$ cat src/rtl/tone_detector.sv
// -----------------------------------------------------------------------------
// tone_detector
//
// Recognises notes in a square-wave melody input by measuring the time between
// consecutive edges (one half-period) and comparing it against a table of
// reference half-periods. A note is declared only after CONFIRM consecutive
// matching half-periods. The output holds until another note is confirmed, an
// unmatched half-period arrives, or the input goes quiet for TIMEOUT cycles.
//
// Build option:
//   TONE_DETECTOR_LOW_OCTAVE_EN - when defined, the low-octave table is also
//   compared and octave can read 1. When undefined, only the high table is
//   used, low-table periods are unmatched and octave is constant 0.
//
// Parameters:
//   CONFIRM   - consecutive matching half-periods needed to declare a note
//   TOL       - inclusive +/- match window in clk cycles
//   TIMEOUT   - clk cycles without an edge before the tone counts as silent
//   REF_SHIFT - right shift applied to every reference half-period. Leave at 0
//               for the 50 MHz table; non-zero values run the same logic on
//               proportionally shorter tones.
//
// Ports:
//   clk          in   sole clock, 50 MHz
//   rst          in   synchronous active-high reset
//   tone_in      in   asynchronous square-wave input
//   note         out  0 none, 1 do, 2 re, 3 mi, 4 fa, 5 si
//   octave       out  0 high table, 1 low table
//   note_valid   out  a confirmed note is present
//   note_changed out  one-cycle pulse when {note_valid, note, octave} changes
//
// Timing: a tone_in edge reaches the outputs 4 clk cycles later
//   (2 synchronizer flops, 1 registered edge detect, 1 output register).
// -----------------------------------------------------------------------------
module tone_detector #(
  parameter int CONFIRM   = 4,
  parameter int TOL       = 512,
  parameter int TIMEOUT   = 120_000,
  parameter int REF_SHIFT = 0
) (
  input  logic       clk,
  input  logic       rst,
  input  logic       tone_in,
  output logic [2:0] note,
  output logic       octave,
  output logic       note_valid,
  output logic       note_changed
);

  localparam int RW = (CONFIRM < 1) ? 1 : $clog2(CONFIRM + 1);

  localparam logic [RW-1:0] CONFIRM_W  = RW'(CONFIRM);
  localparam logic [16:0]   TIMEOUT_C  = 17'(TIMEOUT);
  localparam logic [16:0]   TIMEOUT_M1 = 17'(TIMEOUT - 1);
  localparam logic [17:0]   TOL_W      = 18'(TOL);

  // Reference half-periods in table order do, re, mi, fa, si; the note code
  // reported for entry i is i + 1.
  localparam logic [16:0] HI_REF [5] = '{
    17'(47_779 >> REF_SHIFT),
    17'(42_567 >> REF_SHIFT),
    17'(37_923 >> REF_SHIFT),
    17'(35_794 >> REF_SHIFT),
    17'(50_620 >> REF_SHIFT)
  };

`ifdef TONE_DETECTOR_LOW_OCTAVE_EN
  localparam logic [16:0] LO_REF [5] = '{
    17'(95_557  >> REF_SHIFT),
    17'(85_132  >> REF_SHIFT),
    17'(75_844  >> REF_SHIFT),
    17'(71_588  >> REF_SHIFT),
    17'(101_239 >> REF_SHIFT)
  };
`endif

  // Inclusive window test |per - ref| <= TOL, done in 18 bits so that neither
  // side can wrap.
  function automatic logic in_win(input logic [16:0] per, input logic [16:0] ref_val);
    logic [17:0] p;
    logic [17:0] r;
    p = {1'b0, per};
    r = {1'b0, ref_val};
    return ((p + TOL_W) >= r) && (p <= (r + TOL_W));
  endfunction

  // ---------------------------------------------------------------------------
  // Synchronizer and registered edge detect
  // ---------------------------------------------------------------------------
  logic sync1;
  logic sync2;
  logic sync3;
  logic edge_q;

  always_ff @(posedge clk) begin
    if (rst) begin
      sync1  <= 1'b0;
      sync2  <= 1'b0;
      sync3  <= 1'b0;
      edge_q <= 1'b0;
    end else begin
      sync1  <= tone_in;
      sync2  <= sync1;
      sync3  <= sync2;
      edge_q <= sync2 ^ sync3;
    end
  end

  // ---------------------------------------------------------------------------
  // Half-period counter. Restarts at 1 on each edge so that, at the next edge,
  // it holds exactly the number of cycles between the two edge pulses.
  // ---------------------------------------------------------------------------
  logic [16:0] cnt;

  always_ff @(posedge clk) begin
    if (rst) begin
      cnt <= 17'd0;
    end else if (edge_q) begin
      cnt <= 17'd1;
    end else if (cnt < TIMEOUT_C) begin
      cnt <= cnt + 17'd1;
    end
  end

  // ---------------------------------------------------------------------------
  // Table match on the current count; first hit wins (windows are disjoint at
  // sensible TOL values anyway).
  // ---------------------------------------------------------------------------
  logic       m_hit;
  logic [2:0] m_note;
  logic       m_oct;

  always_comb begin
    m_hit  = 1'b0;
    m_note = 3'd0;
    m_oct  = 1'b0;
    for (int i = 0; i < 5; i++) begin
      if (!m_hit && in_win(cnt, HI_REF[i])) begin
        m_hit  = 1'b1;
        m_note = 3'(i + 1);
        m_oct  = 1'b0;
      end
    end
`ifdef TONE_DETECTOR_LOW_OCTAVE_EN
    for (int i = 0; i < 5; i++) begin
      if (!m_hit && in_win(cnt, LO_REF[i])) begin
        m_hit  = 1'b1;
        m_note = 3'(i + 1);
        m_oct  = 1'b1;
      end
    end
`endif
  end

  // ---------------------------------------------------------------------------
  // Candidate tracking and output update
  // ---------------------------------------------------------------------------
  logic          armed;
  logic [2:0]    cand_note;
  logic          cand_oct;
  logic [RW-1:0] run_cnt;

  logic          nxt_armed;
  logic [2:0]    nxt_cand_note;
  logic          nxt_cand_oct;
  logic [RW-1:0] nxt_run;
  logic [2:0]    nxt_note;
  logic          nxt_oct;
  logic          nxt_valid;
  logic          nxt_changed;
  logic          timeout_hit;

  // Fires on the cycle the counter steps onto TIMEOUT; disarming afterwards
  // keeps it from firing again while the counter sits saturated.
  assign timeout_hit = armed && !edge_q && (cnt == TIMEOUT_M1);

  always_comb begin
    nxt_armed     = armed;
    nxt_cand_note = cand_note;
    nxt_cand_oct  = cand_oct;
    nxt_run       = run_cnt;
    nxt_note      = note;
    nxt_oct       = octave;
    nxt_valid     = note_valid;

    if (edge_q) begin
      if (!armed) begin
        // First edge only starts the measurement.
        nxt_armed = 1'b1;
      end else if (m_hit) begin
        if ((run_cnt != '0) && (cand_note == m_note) && (cand_oct == m_oct)) begin
          if (run_cnt < CONFIRM_W) begin
            nxt_run = run_cnt + RW'(1);
          end
        end else begin
          nxt_cand_note = m_note;
          nxt_cand_oct  = m_oct;
          nxt_run       = RW'(1);
        end
        // Outputs only move once the candidate is confirmed; a confirmed
        // candidate equal to the current output reloads the same values.
        if (nxt_run == CONFIRM_W) begin
          nxt_note  = nxt_cand_note;
          nxt_oct   = nxt_cand_oct;
          nxt_valid = 1'b1;
        end
      end else begin
        nxt_cand_note = 3'd0;
        nxt_cand_oct  = 1'b0;
        nxt_run       = '0;
        nxt_note      = 3'd0;
        nxt_oct       = 1'b0;
        nxt_valid     = 1'b0;
      end
    end else if (timeout_hit) begin
      nxt_armed     = 1'b0;
      nxt_cand_note = 3'd0;
      nxt_cand_oct  = 1'b0;
      nxt_run       = '0;
      nxt_note      = 3'd0;
      nxt_oct       = 1'b0;
      nxt_valid     = 1'b0;
    end

    // Masking with the current pulse guarantees it is never two cycles long.
    nxt_changed = ({nxt_valid, nxt_note, nxt_oct} != {note_valid, note, octave})
                  && !note_changed;
  end

  always_ff @(posedge clk) begin
    if (rst) begin
      armed        <= 1'b0;
      cand_note    <= 3'd0;
      cand_oct     <= 1'b0;
      run_cnt      <= '0;
      note         <= 3'd0;
      octave       <= 1'b0;
      note_valid   <= 1'b0;
      note_changed <= 1'b0;
    end else begin
      armed        <= nxt_armed;
      cand_note    <= nxt_cand_note;
      cand_oct     <= nxt_cand_oct;
      run_cnt      <= nxt_run;
      note         <= nxt_note;
      octave       <= nxt_oct;
      note_valid   <= nxt_valid;
      note_changed <= nxt_changed;
    end
  end

endmodule

$ cat config.mk
export PLATFORM = sky130hd
export DESIGN_NAME = tone_detector
export DESIGN_NICKNAME = d
export VERILOG_FILES = /design/src/rtl/tone_detector.sv
export SDC_FILE = /design/constraint.sdc
export NUM_CORES = 1
export LEC_CHECK = 0
export CORE_ASPECT_RATIO = 0.9
export CORE_MARGIN = 8
export CORE_UTILIZATION = 35
export DETAILED_ROUTE_END_ITERATION = 16
export PLACE_DENSITY_LB_ADDON = 0.3
export SYNTH_ARGS = -nofsm -noshare
export SYNTH_HDL_FRONTEND = slang
export SYNTH_SLANG_ARGS = --single-unit
$ cat constraint.sdc
create_clock -name clk -period 5.86 [get_ports clk]
set_input_delay 0.879 -clock clk [delete_from_list [all_inputs] [get_ports clk]]
set_output_delay 0.879 -clock clk [all_outputs]
set_load 0.03 [all_outputs]
## Word level (Yosys, flattened, before mapping)

Index checks and enable logic that the tools add are counted.

| word-level totals | value |
|---|---|
| flip-flop bits (word level) | 35 |
| input port bits | 3 |
| output and inout port bits | 6 |
| word-level logic and storage cells | 107 |

| operators by class | value |
|---|---|
| multiplexer cells | 46 |
| bitwise logic cells | 2 |
| reduce and logical (&&, ||, !) cells | 25 |
| $lt $le $gt $ge | 12 |
| add/subtract/negate cells | 3 |
| equal/unequal tests | 5 |

Operators with widths:

| cell | number |
|---|---|
| $ge 18x16->1 const B | 5 |
| $le 17x16->1 const B | 5 |
| $mux 3 | 22 |
| $mux 1 | 24 |
| $add 17x10->18 const B | 1 |
| $add 17x1->17 const B | 1 |
| $eq 17x17->1 const B | 1 |
| $lt 17x17->1 const B | 1 |
| $logic_and 1x1->1 | 14 |
| $logic_not 1->1 | 6 |
| $ne 5x5->1 | 1 |
| $reduce_bool 2->1 | 2 |
| $add 3x1->3 const B | 1 |
| $eq 3x3->1 | 1 |
| $eq 3x3->1 const B | 1 |
| $lt 3x3->1 const B | 1 |
| $reduce_bool 3->1 | 1 |
| $ne 2x1->1 const B | 1 |
| $reduce_and 2->1 | 1 |
| $reduce_or 2->1 | 1 |
| $not 1->1 | 1 |
| $xor 1x1->1 | 1 |

## Depth between registers and ports, before layout

| depth | value |
|---|---|
| depth in word-level cells | 30 |
| mapped depth | 13 |
| depth with buffers taken out | 12 |

## Worst setup path after synthesis

OpenSTA, ideal clock, no wires.

| timing path | value |
|---|---|
| kind | reg2reg |
| start point | register cnt[10] |
| end point | register note_changed |
| cell stages (with the launch flop) | 13 |
| required time | 5,740 ps |
| setup slack | 2,756 ps |
| data arrival time | 2,984 ps |
| path buffers | 1 |
| setup time | 120 ps |
| period minus slack after synthesis | 3,104 ps |
| path through | dfxtp_1 > ha_1 > buf_4 > nand4_1 > o21a_1 > nor4b_4 > o22ai_2 > or4_4 > o21ai_2 > a32oi_1 > and2_1 > o31a_1 > o31a_1 |

| on the way | value |
|---|---|
| cells in the longest elaborated chain, start to end | 30 |
| elaborated cells between the ends (all ways) | 63 |
| classes of those cells | add/sub (1); order compare (10); eq/ne (4); mux (31); reduce/logical (17) |

RTL lines:

| item | RTL line | RTL |
|---|---|---|
| start: declaration | 113 | `logic [16:0] cnt;` |
| start signal: assignment | 121 | `cnt <= cnt + 17'd1;` |
| $add 17x10->18 | 84 | `return ((p + TOL_W) >= r) && (p <= (r + TOL_W));` |
| $ge 18x16->1 | 84 |  |
| $logic_and 1x1->1 | 84 |  |
| $mux 1 | 138 | `if (!m_hit && in_win(cnt, HI_REF[i])) begin` |
| $logic_not 1->1 | 138 |  |
| $logic_and 1x1->1 | 138 |  |
| $mux 1 | 138 |  |
| $logic_not 1->1 | 138 |  |
| [... 14 more ...] | -- |  |
| $mux 3 | 186 | `if (edge_q) begin` |
| $eq 3x3->1 | 202 | `if (nxt_run == CONFIRM_W) begin` |
| $mux 1 or $mux 3 (tied branches) | 202 |  |
| $mux 1 or $mux 3 (tied branches) | 190 | `end else if (m_hit) begin` |
| $mux 1 or $mux 3 (tied branches) | 187 | `if (!armed) begin` |
| $mux 1 or $mux 3 (tied branches) | 186 |  |
| $ne 5x5->1 * | 226 | `nxt_changed = ({nxt_valid, nxt_note, nxt_oct} != {note_valid, note, octave})` |
| $logic_and 1x1->1 * | 227 | `&& !note_changed;` |
| end signal: assignment | 248 | `note_changed <= nxt_changed;` |
| end: declaration | 47 | `output logic note_changed` |

Mark *: on every way between the ends. The rest lies on a longest branch, timed or not. The select of a mux whose other input is x is not followed.
A chain may end at the register's enable or synchronous reset.

## Worst setup path after layout

| timing path | value |
|---|---|
| start point | register cnt[9] |
| end point | register note_changed |

Same word-level chain as after synthesis.

==> results.sh <==
export IMPL_run_status="completed"
export IMPL_hold_viol=0
export IMPL_rsz0062_at_grt="false"
export IMPL_comb_power_share_pct=4.2
export IMPL_grt_max_degree=24
export IMPL_yosysSeqAreaShare_pct=24.68
export IMPL_synth_ff_type="dfxtp_1"
export IMPL_p_leak_nw=1.024
export IMPL_hold_class="flip-flop to flip-flop"
export IMPL_yosysTopAreaCell="dfxtp_1"
export IMPL_clock_latency_ns=0.30
export IMPL_wl_per_cell_um=15.69
export IMPL_grt_pass1_vias=2405
export IMPL_cts_tree="yes"
export IMPL_endpoint_kind="flip-flop"
export IMPL_postRouteAntennaNets=0
export IMPL_num_vias=2606
export IMPL_cts_max_level=2
export IMPL_maxSlewViolCount=0
export IMPL_dp_hpwl_um=5111
export IMPL_grt_ovfl_total=0
export IMPL_grt_use_total_pct=12.81
export IMPL_via_per_inst=5.804
export IMPL_yosysWarnings=0
export IMPL_ff_latch_area_um2=700.7
export IMPL_setup_tns_ns=0
export IMPL_synth_seq_cells=35
export IMPL_syn_inst=361
export IMPL_finClkSkew_ns=0.009258
export IMPL_synth_top_cell_area_share_pct=24.68
export IMPL_die_area_um2=11250
export IMPL_switching_share_pct=24.06
export IMPL_first_pass_iters=4
export IMPL_fin_crit_ns=3.952
export IMPL_slew_headroom_pct=46.04
export IMPL_fill_cells=827
export IMPL_cts_resized=0
export IMPL_cp_max_fo=17
export IMPL_initial_utilization_pct=35.70
export IMPL_async_reset_ff_share_pct=0
export IMPL_place_congestion=0.8632
export IMPL_clockBufferDepth=2
export IMPL_cts_sinks=35
export IMPL_antenna_found_initial=0
export IMPL_drc_errors=0
export IMPL_worst_pin_slew_ns=0.8010
export IMPL_row_count=31
export IMPL_max_cap_violations=0
export IMPL_yosys_top_cells_area="dfxtp_1 25%, nor2_1 6.7%, ha_1 3.1%"
export IMPL_nets=359
export IMPL_area_growth_pct=6.523
export IMPL_clk_pin_slew_ns=0.08
export IMPL_final_layout_size_suffix_gt1_share_pct=8.000
export IMPL_synth_edf_count=0
export IMPL_portBuffers=8
export IMPL_multi_input_area_um2=1921
export IMPL_clockRootBuffer="clkbuf_8"
export IMPL_criticalPathCategory="flip-flop to flip-flop"
export IMPL_period_share_pct=67.43
export IMPL_worstPathArrival_ns=4.14
export IMPL_start_kind="flip-flop"
export IMPL_syn_avg_cell_area_um2=7.864
export IMPL_clock_power_share_pct=45.6
export IMPL_synth_nets=371
export IMPL_first_iter_violations=149
export IMPL_worst_ep_required_time_ns=6.05
export IMPL_core_um2=7951
export IMPL_pwr_density_cell_nw_per_um2=164.1
export IMPL_io_pins=9
export IMPL_post_cts_buffers=0
export IMPL_fmax_ghz=0.2531
export IMPL_syn_area_um2=2839
export IMPL_drt_total_wl_um=7045
export IMPL_die_h_um=101.4
export IMPL_internal_power_mw=0.3768
export IMPL_finalSetupViolCount=0
export IMPL_peakVddDrop_v=0.0001263
export IMPL_fin_util_pct=38.03
export IMPL_seq_power_share_pct=50.2
export IMPL_numCtsBuffers=5
export IMPL_die_w_um=110.9
export IMPL_ys_types=75
export IMPL_p_sw_mw=0.1194
export IMPL_antenna_cells=0
export IMPL_grt_pass1_wl_um=12150
export IMPL_ctsHoldBuffers=0
cell usage after synthesis, types with 4 or more instances:
master / count
nor2b_1: 8
a21boi_0: 4
o211ai_1: 4
nor2_1: 51
clkbuf_1: 12
ha_1: 7
nand2_1: 16
nand4_1: 13
inv_1: 21
buf_2: 12
o31a_1: 4
a41oi_1: 7
a211o_1: 4
nand3_1: 12
a31oi_1: 5
o21ai_0: 11
nor3_1: 11
xor2_1: 10
dfxtp_1: 35
o21a_1: 5
and4_1: 5
xnor2_1: 10
and3b_1: 4
a21oi_1: 11
critical path, cell delays in order (launching register included):
cell and delay [ns]:
dfxtp_1 0.58, ha_1 0.67, nand4_1 0.29, o21a_1 0.30
nor4b_4 0.39, a31oi_1 0.13, o211ai_1 0.40, xor2_1 0.49
nor3_1 0.12, and3b_1 0.20, o31a_1 0.28
final timing paths:
kind,from,slack [ns],cells past startpoint,endpoint
max,cnt[9],1.91,10,note_changed
min,sync1,0.44,1,sync2
min reg2reg,sync1,0.44,1,sync2
max reg2reg,cnt[9],1.91,10,note_changed
final cells by class:
cell class / instances / share of cell area, %
Timing Repair Buffer: 9 / 2.896
Sequential cell: 35 / 23.17
Clock inverter: 3 / 1.448
Clock buffer: 5 / 2.276
Multi-Input combinational cell: 277 / 63.51
Tap cell: 99 / 4.096
Inverter: 21 / 2.607
stage by stage:
stage	setup WS [ns]	cell area (um^2)	hold WS [ns]	power, mW	instances
detailed placement	1.982	2912	0.4245	0.2757	441
CTS	1.952	3024	0.4442	0.5035	449
floorplan	2.756	2839	0.4138	0.2694	361
global route	1.595	3024	0.4583	0.5155	449
finish	1.908	3024	0.4426	0.4962	449
global placement	2.125	2912	0.4153	0.2755	441
cell families (layout without fill, tap and decap cells):
family,after synthesis,after routing,synth area share [%]
flip-flops,35,35,24.68
AND/OR/NAND/NOR,150,150,30.06
multiplexers,3,3,1.102
XOR/XNOR,20,20,6.170
adder cells (fa/ha/maj),7,7,3.085
buffers and inverters,49,38,7.669
AO/OA/AOI/OAI,97,97,27.24
metal layers:
layer	up-vias	share of wire (%)	global-route usage, %	routed length [um]
met5	-	0	0	0
met4	0	1.1	3.631	75
met3	11	4.7	2.368	333
met2	51	43	19.78	3057
met1	1233	51	17.71	3578
li1	1311	-	-	-
flip-flops by register name, indices dropped and copies added (netlist names):
| signal | flops |
|---|---|
| cand_note | 3 |
| sync2 | 1 |
| run_cnt | 3 |
| sync3 | 1 |
| sync1 | 1 |
| note | 3 |
| cand_oct | 1 |
| armed | 1 |
| edge_q | 1 |
| cnt | 17 |
| octave | 1 |
| note_valid | 1 |
| note_changed | 1 |
power groups by stage:
stage / Combinational (mW) / Clock, mW / Sequential (mW)
after CTS: 0.0212 / 0.233 / 0.249
after global placement: 0.0209 / 0 / 0.255
final: 0.0209 / 0.226 / 0.249
after global routing: 0.0233 / 0.242 / 0.250
after detailed placement: 0.0211 / 0 / 0.255
after floorplan: 0.0186 / 0 / 0.251
layout by cell type (no fill, tap or decap), types with 4 or more instances in the layout:
master           synthesis  layout
dfxtp_1                 35      35
a31oi_1                  5       5
nor3_1                  11      11
and4_1                   5       5
a211o_1                  4       4
o21ai_0                 11      11
nand3_1                 12      12
nand4_1                 13      13
clkdlybuf4s50_1          0       8
nor2b_1                  8       8
a41oi_1                  7       7
o211ai_1                 4       4
xnor2_1                 10      10
clkbuf_8                 0       5
a21boi_0                 4       4
a21oi_1                 11      11
inv_1                   21      21
nor2_1                  51      51
nand2_1                 16      16
xor2_1                  10      10
o31a_1                   4       4
ha_1                     7       7
and3b_1                  4       4
o21a_1                   5       5
Power figures use the tool's default switching activity.
